--- config.mk ---
export PLATFORM = sky130hd
export DESIGN_NAME = comp4bb
export DESIGN_NICKNAME = d
export VERILOG_FILES = /design/src/rtl/comp4bb.sv
export SDC_FILE = /design/constraint.sdc
export NUM_CORES = 1
export LEC_CHECK = 0
export ABC_AREA = 1
export CAP_MARGIN = 40
export CORE_AREA = 2 2 39 41
export CTS_CLUSTER_SIZE = 8
export DETAILED_ROUTE_END_ITERATION = 8
export DIE_AREA = 0 0 41 43
export SLEW_MARGIN = 20
export SYNTH_ARGS = -nofsm -noshare
export SYNTH_HDL_FRONTEND = slang
export SYNTH_SLANG_ARGS = --single-unit
--- constraint.sdc ---
create_clock -name clk -period 0.8 [get_ports clk]
set_input_delay 0.08 -clock clk [delete_from_list [all_inputs] [get_ports clk]]
set_output_delay 0.08 -clock clk [all_outputs]
set_load 0.01 [all_outputs]
--- src/rtl/comp4bb.sv ---
// -----------------------------------------------------------------------------
// comp4bb -- registered magnitude comparator
//
// Compares two WIDTH-bit operands every rising clock edge and registers three
// mutually exclusive flags. Output latency is exactly one clock, and there is
// no combinational path from the operands to the outputs, so the flags are
// glitch-free.
//
// Parameters
//   WIDTH   operand width in bits (>= 1)
//   SIGNED  0: unsigned compare; 1: two's-complement compare (MSB is sign)
//
// Ports
//   clk   in   1      rising-edge clock
//   rst   in   1      asynchronous, active-high reset; clears all flags
//   l     out  1      registered A <  B
//   g     out  1      registered A >  B
//   e     out  1      registered A == B
//   A     in   WIDTH  operand A
//   B     in   WIDTH  operand B
//
// While the block is in reset, and during the first cycle after reset is
// released, all three flags are 0 ("no result yet"). After the first
// post-reset edge exactly one flag is set.
// -----------------------------------------------------------------------------
module comp4bb #(
    parameter int WIDTH  = 4,
    parameter bit SIGNED = 1'b0
) (
    input  logic             clk,
    input  logic             rst,
    output logic             l,
    output logic             g,
    output logic             e,
    input  logic [WIDTH-1:0] A,
    input  logic [WIDTH-1:0] B
);

    logic lt_next;
    logic gt_next;
    logic eq_next;

    logic l_reg;
    logic g_reg;
    logic e_reg;

    // Equality is a plain bitwise match, independent of signedness.
    assign eq_next = (A == B);

    // Only the ordering compare depends on how the MSB is interpreted.
    generate
        if (SIGNED) begin : g_signed_cmp
            always_comb begin
                lt_next = 1'b0;
                gt_next = 1'b0;
                lt_next = ($signed(A) < $signed(B));
                gt_next = ($signed(A) > $signed(B));
            end
        end else begin : g_unsigned_cmp
            always_comb begin
                lt_next = 1'b0;
                gt_next = 1'b0;
                lt_next = (A < B);
                gt_next = (A > B);
            end
        end
    endgenerate

    // Flags register every cycle; there is deliberately no enable.
    always_ff @(posedge clk or posedge rst) begin
        if (rst) begin
            l_reg <= 1'b0;
            g_reg <= 1'b0;
            e_reg <= 1'b0;
        end else begin
            l_reg <= lt_next;
            g_reg <= gt_next;
            e_reg <= eq_next;
        end
    end

    assign l = l_reg;
    assign g = g_reg;
    assign e = e_reg;

endmodule

==> impl_metrics.tcl, run 1 <==
set metrics [dict create \
    status "finished, final reports clean" \
    cpPeakStageDelay_ps 360 \
    diodes 0 \
    crit_type "reg -> out" \
    dp_hpwl_um 281.5 \
    nets 55 \
    synth.distinct_cells 7 \
    cts_root_buf "clkbuf_4" \
    die_w_um 41 \
    post_synth_inst_count 24 \
    path_delay_family "flip-flops" \
    finalHoldViolations 0 \
    grt_pass1_wl_um 683 \
    synthArstFlopShare_pct 100.0 \
    yosys_warnings 0 \
    arrival_ps 710 \
    nFillCells 158 \
    worst_slew_pin_slew_ps 145.5 \
    synth_common_cells "inv_1, nand2_1, ha_1" \
    drv_slew 0 \
    place.gp.congestion 0.7068 \
    grt_pass1_vias 192 \
    synth_flop_cell "dfrtp_1" \
    path_buf_inv 1 \
    dp_slack_ps -465.8 \
    path_clk_slew_ps 40 \
    setup_viol 0 \
    grt_use_met1_pct 5.466 \
    power_w 0.0006164 \
    area_growth_pct 112.3 \
    fin_tns_setup_ps 0 \
    slew_headroom_pct 90.30 \
    p_per_area_nw_per_um2 1497 \
    cts_buffers 3 \
    synth_top_cell_area_share_pct 38.71 \
    min_path_type "in -> async" \
    setup_ws_ps 10.85 \
    met3_usage_pct 3.141 \
    synth.most_common_cell "inv_1" \
    drc_errors 0 \
    p_leak_nw 0.1999 \
    die_h_um 43 \
    cp_max_fo 1 \
    gr-total-overflow 0 \
    drv_cap 0 \
    clock-sinks 3 \
    wire_per_inst_um 8.196 \
    netlist_top_cells_area "dfrtp_1, ha_1, inv_1" \
    cts_buffer_depth 2 \
    syn_area_per_cell_um2 8.081 \
    rsz0062_at_grt "yes" \
    drtIter0Drc 1 \
    synth_area_um2 193.9 \
    postRouteAntennaNets 0 \
    cp_slowest_cell "dfrtp_1" \
    dr_total_vias 196 \
    numPortBuffers 12 \
    core_area_um2 1384 \
    critPathRequiredTime_ps 720 \
    fin_crit_sh_pct 98.64 \
    cts_setup_buffers 0 \
    ys_seq_area_share_pct 38.71 \
    antenna_found_initial 0 \
    grtUsageTotal_pct 6.827 \
    cts_tree "built" \
    drive_above_1_share_pct 50.00 \
    synth-edff-count 0 \
    period_minus_slack_ps 789.2 \
    top_usage_layer "met4" \
    crit_chain "buf_6" \
    end_kind "output port" \
    initial_utilization_pct 14.01 \
    ys_seq_elements 3 \
    ir_drop_v 0.0003164 \
    yosysTopAreaCell "dfrtp_1" \
    cp.depth 1 \
    synth_fp_nets 38 \
    fmax_mhz 1267 \
    grtUsageMet2_pct 8.438 \
    rows 14 \
    firstDrtPassIters 4 \
    multiInputGateArea_um2 156.4 \
    num_io_pins 13 \
    grt_max_degree 4 \
    die_area_um2 1763 \
    regArea_um2 75.07 \
    start_kind "register" \
    routed_wirelength_um 459 \
    via_per_inst 3.500 \
    postCtsHoldBufs 0 \
    h-tree-depth 1 \
]
-- cell families (layout without fill, tap and decap cells) --
| family | count (synthesis) | count (layout) | share of synthesized area (%) |
|---|---|---|---|
| buffers and inverters | 8 | 24 | 15.48 |
| AND/OR/NAND/NOR | 7 | 7 | 14.84 |
| adder cells (fa/ha/maj) | 4 | 4 | 25.81 |
| flip-flops | 3 | 3 | 38.71 |
| AO/OA/AOI/OAI | 2 | 2 | 5.161 |
-- stage by stage --
stage / utilization [%] / hold WS, ps / instance area, um^2 / instances
floorplan: - / -166.4 / 193.9 / 24
global placement: 24.14 / 256.7 / 334.1 / 52
detailed placement: 24.14 / 260.6 / 334.1 / 52
CTS: 27.31 / 15.12 / 377.9 / 56
global route: 29.75 / 17.96 / 411.6 / 56
finish: 29.75 / 17.72 / 411.6 / 56
-- cell usage in the layout (no fill, tap or decap), types with 2 or more instances in the layout --
master           instances
dlygate4sd2_1            6
inv_2                    4
inv_1                    4
ha_4                     4
nand2_2                  3
clkbuf_4                 3
dfrtp_1                  3
nand2_1                  2
a21oi_2                  2
clkdlybuf4s15_1          2
buf_2                    2
-- worst max-delay path by stage --
| stage | start | to | slack (ps) |
|---|---|---|---|
| finish | g | g | 10 |
| global route | g | g | -30 |
| CTS | e | e | -0.7 |
| detailed placement | B[3] | l | -470 |
| global placement | B[3] | l | -470 |
| floorplan | B[3] | l | 30 |
-- per-layer routing --
layer / share of wire [%] / up-vias
li1: - / 102
met1: 36 / 82
met2: 53 / 10
met3: 7.0 / 2
met4: 4.4 / 0
met5: 0 / -
-- what timing repair did --
action                     4_1_cts  5_1_grt
setup endpoints to repair        6        5
pin swaps                        5        5
gates resized for setup         29        9
-- layout make-up --
| class | count | share of cell area (%) |
|---|---|---|
| multi-input cells | 13 | 37.99 |
| repair buffers | 12 | 25.23 |
| flip-flops and latches | 3 | 18.24 |
| inverters | 8 | 7.295 |
| clock buffers | 4 | 6.383 |
| well taps | 16 | 4.863 |
-- report_power, final --
group | switching (W) | internal, W | total (W)
clock | 0.0000832 | 0.000187 | 0.000270
combinational | 0.0000780 | 0.0000954 | 0.000173
sequential | 0.00000435 | 0.000168 | 0.000173
total | 0.000166 | 0.000451 | 0.000616
Power figures use the tool's default switching activity.
==> inputs of run 2 (changes only) <==
Clock period 0.8 ns to 0.89 ns, I/O delays scaled along.
==> run 2 against run 1 <==
  * Flip-flop and latch count did not move
  * Non-clock buffer count did not move
  * Worst setup slack improved by 83 ps
  * Count of clock-buffer cells in the layout did not move
  * Sequential share of layout area rose by 1.9 points
  * Critical path type unchanged
  * Cell count did not move
  * Combinational power fell by 29%
==> impl_metrics.tcl, run 2 (synthesis results as in run 1) <==
set metrics [dict create \
    worst_slew_pin_slew_ps 148.9 \
    antenna_found_initial 0 \
    via_per_inst 3.375 \
    wire_per_inst_um 8.196 \
    drive_above_1_share_pct 30.00 \
    finalInstanceArea_um2 372.9 \
    dr_total_vias 189 \
    switching_power_w 0.0001318 \
    power_frac_seq_pct 29.7 \
    cp_slowest_cell "dfrtp_1" \
    cp.depth 1 \
    firstDrtPassIters 2 \
    crit_chain "buf_2" \
    routed_wirelength_um 459 \
    ir_drop_v 0.0003816 \
    setup_viol 0 \
    grtUsageTotal_pct 7.229 \
    power_w 0.0005163 \
    path_buf_inv 1 \
    h-tree-depth 1 \
    diodes 0 \
    drv_slew 0 \
    core_area_um2 1384 \
    mostFrequentLayoutCells "dlygate4sd2_1, inv_1, nand2_1" \
    die_h_um 43 \
    drv_cap 0 \
    dpl_cell_area_um2 334.1 \
    cts_buffer_depth 2 \
    clock-sinks 3 \
    p_int_w 0.0003844 \
    nets 55 \
    startpoint "e" \
    end_kind "output port" \
    crit_type "reg -> out" \
    min_path_type "in -> async" \
    power.share.switching_pct 25.53 \
    p_leak_nw 0.1987 \
    pwr-share-clk_pct 46.4 \
    status "finished, final reports clean" \
    die_area_um2 1763 \
    drtIter0Drc 2 \
    p_per_area_nw_per_um2 1385 \
    place.gp.congestion 0.7097 \
    cts_root_buf "clkbuf_4" \
    endpoint "e" \
    cts_tree "built" \
    grt_max_degree 4 \
    arrival_ps 710 \
    slew_headroom_pct 90.07 \
    grt_pass1_wl_um 738 \
    cpPeakStageDelay_ps 340 \
    die_w_um 41 \
    combPwrFrac_pct 23.8 \
    start_kind "register" \
    initial_utilization_pct 14.01 \
    cp_max_fo 1 \
    path_clk_slew_ps 40 \
    period_minus_slack_ps 796.2 \
    gr-total-overflow 0 \
    fmax_mhz 1256 \
    mostFrequentLayoutCell "dlygate4sd2_1" \
    rows 14 \
    numPortBuffers 12 \
    finalHoldViolations 0 \
    rsz0062_at_grt "no" \
    postRouteAntennaNets 0 \
    critPathRequiredTime_ps 800 \
    cts_setup_buffers 0 \
    grt_pass1_vias 181 \
    fin_crit_sh_pct 89.46 \
    cts_buffers 3 \
    area_growth_pct 92.26 \
    path_delay_family "flip-flops" \
    num_io_pins 13 \
    drc_errors 0 \
]
==> run 2: cell types whose count changed in the layout (fill, tap and decap cells not counted), moves of 2 or more <==
cell,before,now
clkdlybuf4s15_1,2,0
nand2_1,2,5
dlygate4sd2_1,6,8
nand2_2,3,0
a21oi_2,2,0
a21oi_1,0,2
==> run 2: worst min-delay path by stage <==
stage / start / cells past startpoint / endpoint / slack (ps)
global route: rst / 2 / e / 20
CTS: rst / 2 / g / 20
floorplan: rst / 1 / e / -160
detailed placement: rst / 2 / l / 260
global placement: rst / 2 / l / 270
finish: rst / 2 / e / 30
==> run 2: per-stage QoR <==
stage,setup WS [ps],util [%],hold slack (ps),setup TNS (ps),std cells
floorplan,115.4,-,-157.4,0,24
global placement,-387.2,24.14,265.7,-1070,52
detailed placement,-395.4,24.14,264.9,-1073,52
CTS,80.30,26.94,20.28,0,56
global route,54.31,26.94,21.89,0,56
finish,93.80,26.94,25.65,0,56
==> run 2: what timing repair did <==
item	in CTS	in global routing
hold endpoints to repair	0	0
resized for setup	27	0
hold buffers	0	0
setup endpoints to repair	6	0
==> run 2: final cells by class <==
type,count,area (um^2)
multi-input cells,13,126.4
repair buffers,12,95.09
fillers,157,1011
clock buffers,4,26.28
well taps,16,20.02
flip-flops and latches,3,75.07
inverters,8,30.03
==> run 2: routing by layer <==
| layer | global-route usage, % | routed length, um |
|---|---|---|
| met5 | 0 | 0 |
| met4 | 10.00 | 0 |
| met3 | 3.665 | 38 |
| met2 | 9.688 | 239 |
| met1 | 6.109 | 181 |
==> run 2: power groups by stage <==
stage | Sequential [W] | Clock (W) | Combinational, W
floorplan | 0.000165 | 0 | 0.0000435
global placement | 0.000156 | 0 | 0.000125
detailed placement | 0.000156 | 0 | 0.000127
CTS | 0.000154 | 0.000253 | 0.000119
global route | 0.000155 | 0.000275 | 0.000136
finish | 0.000154 | 0.000240 | 0.000123
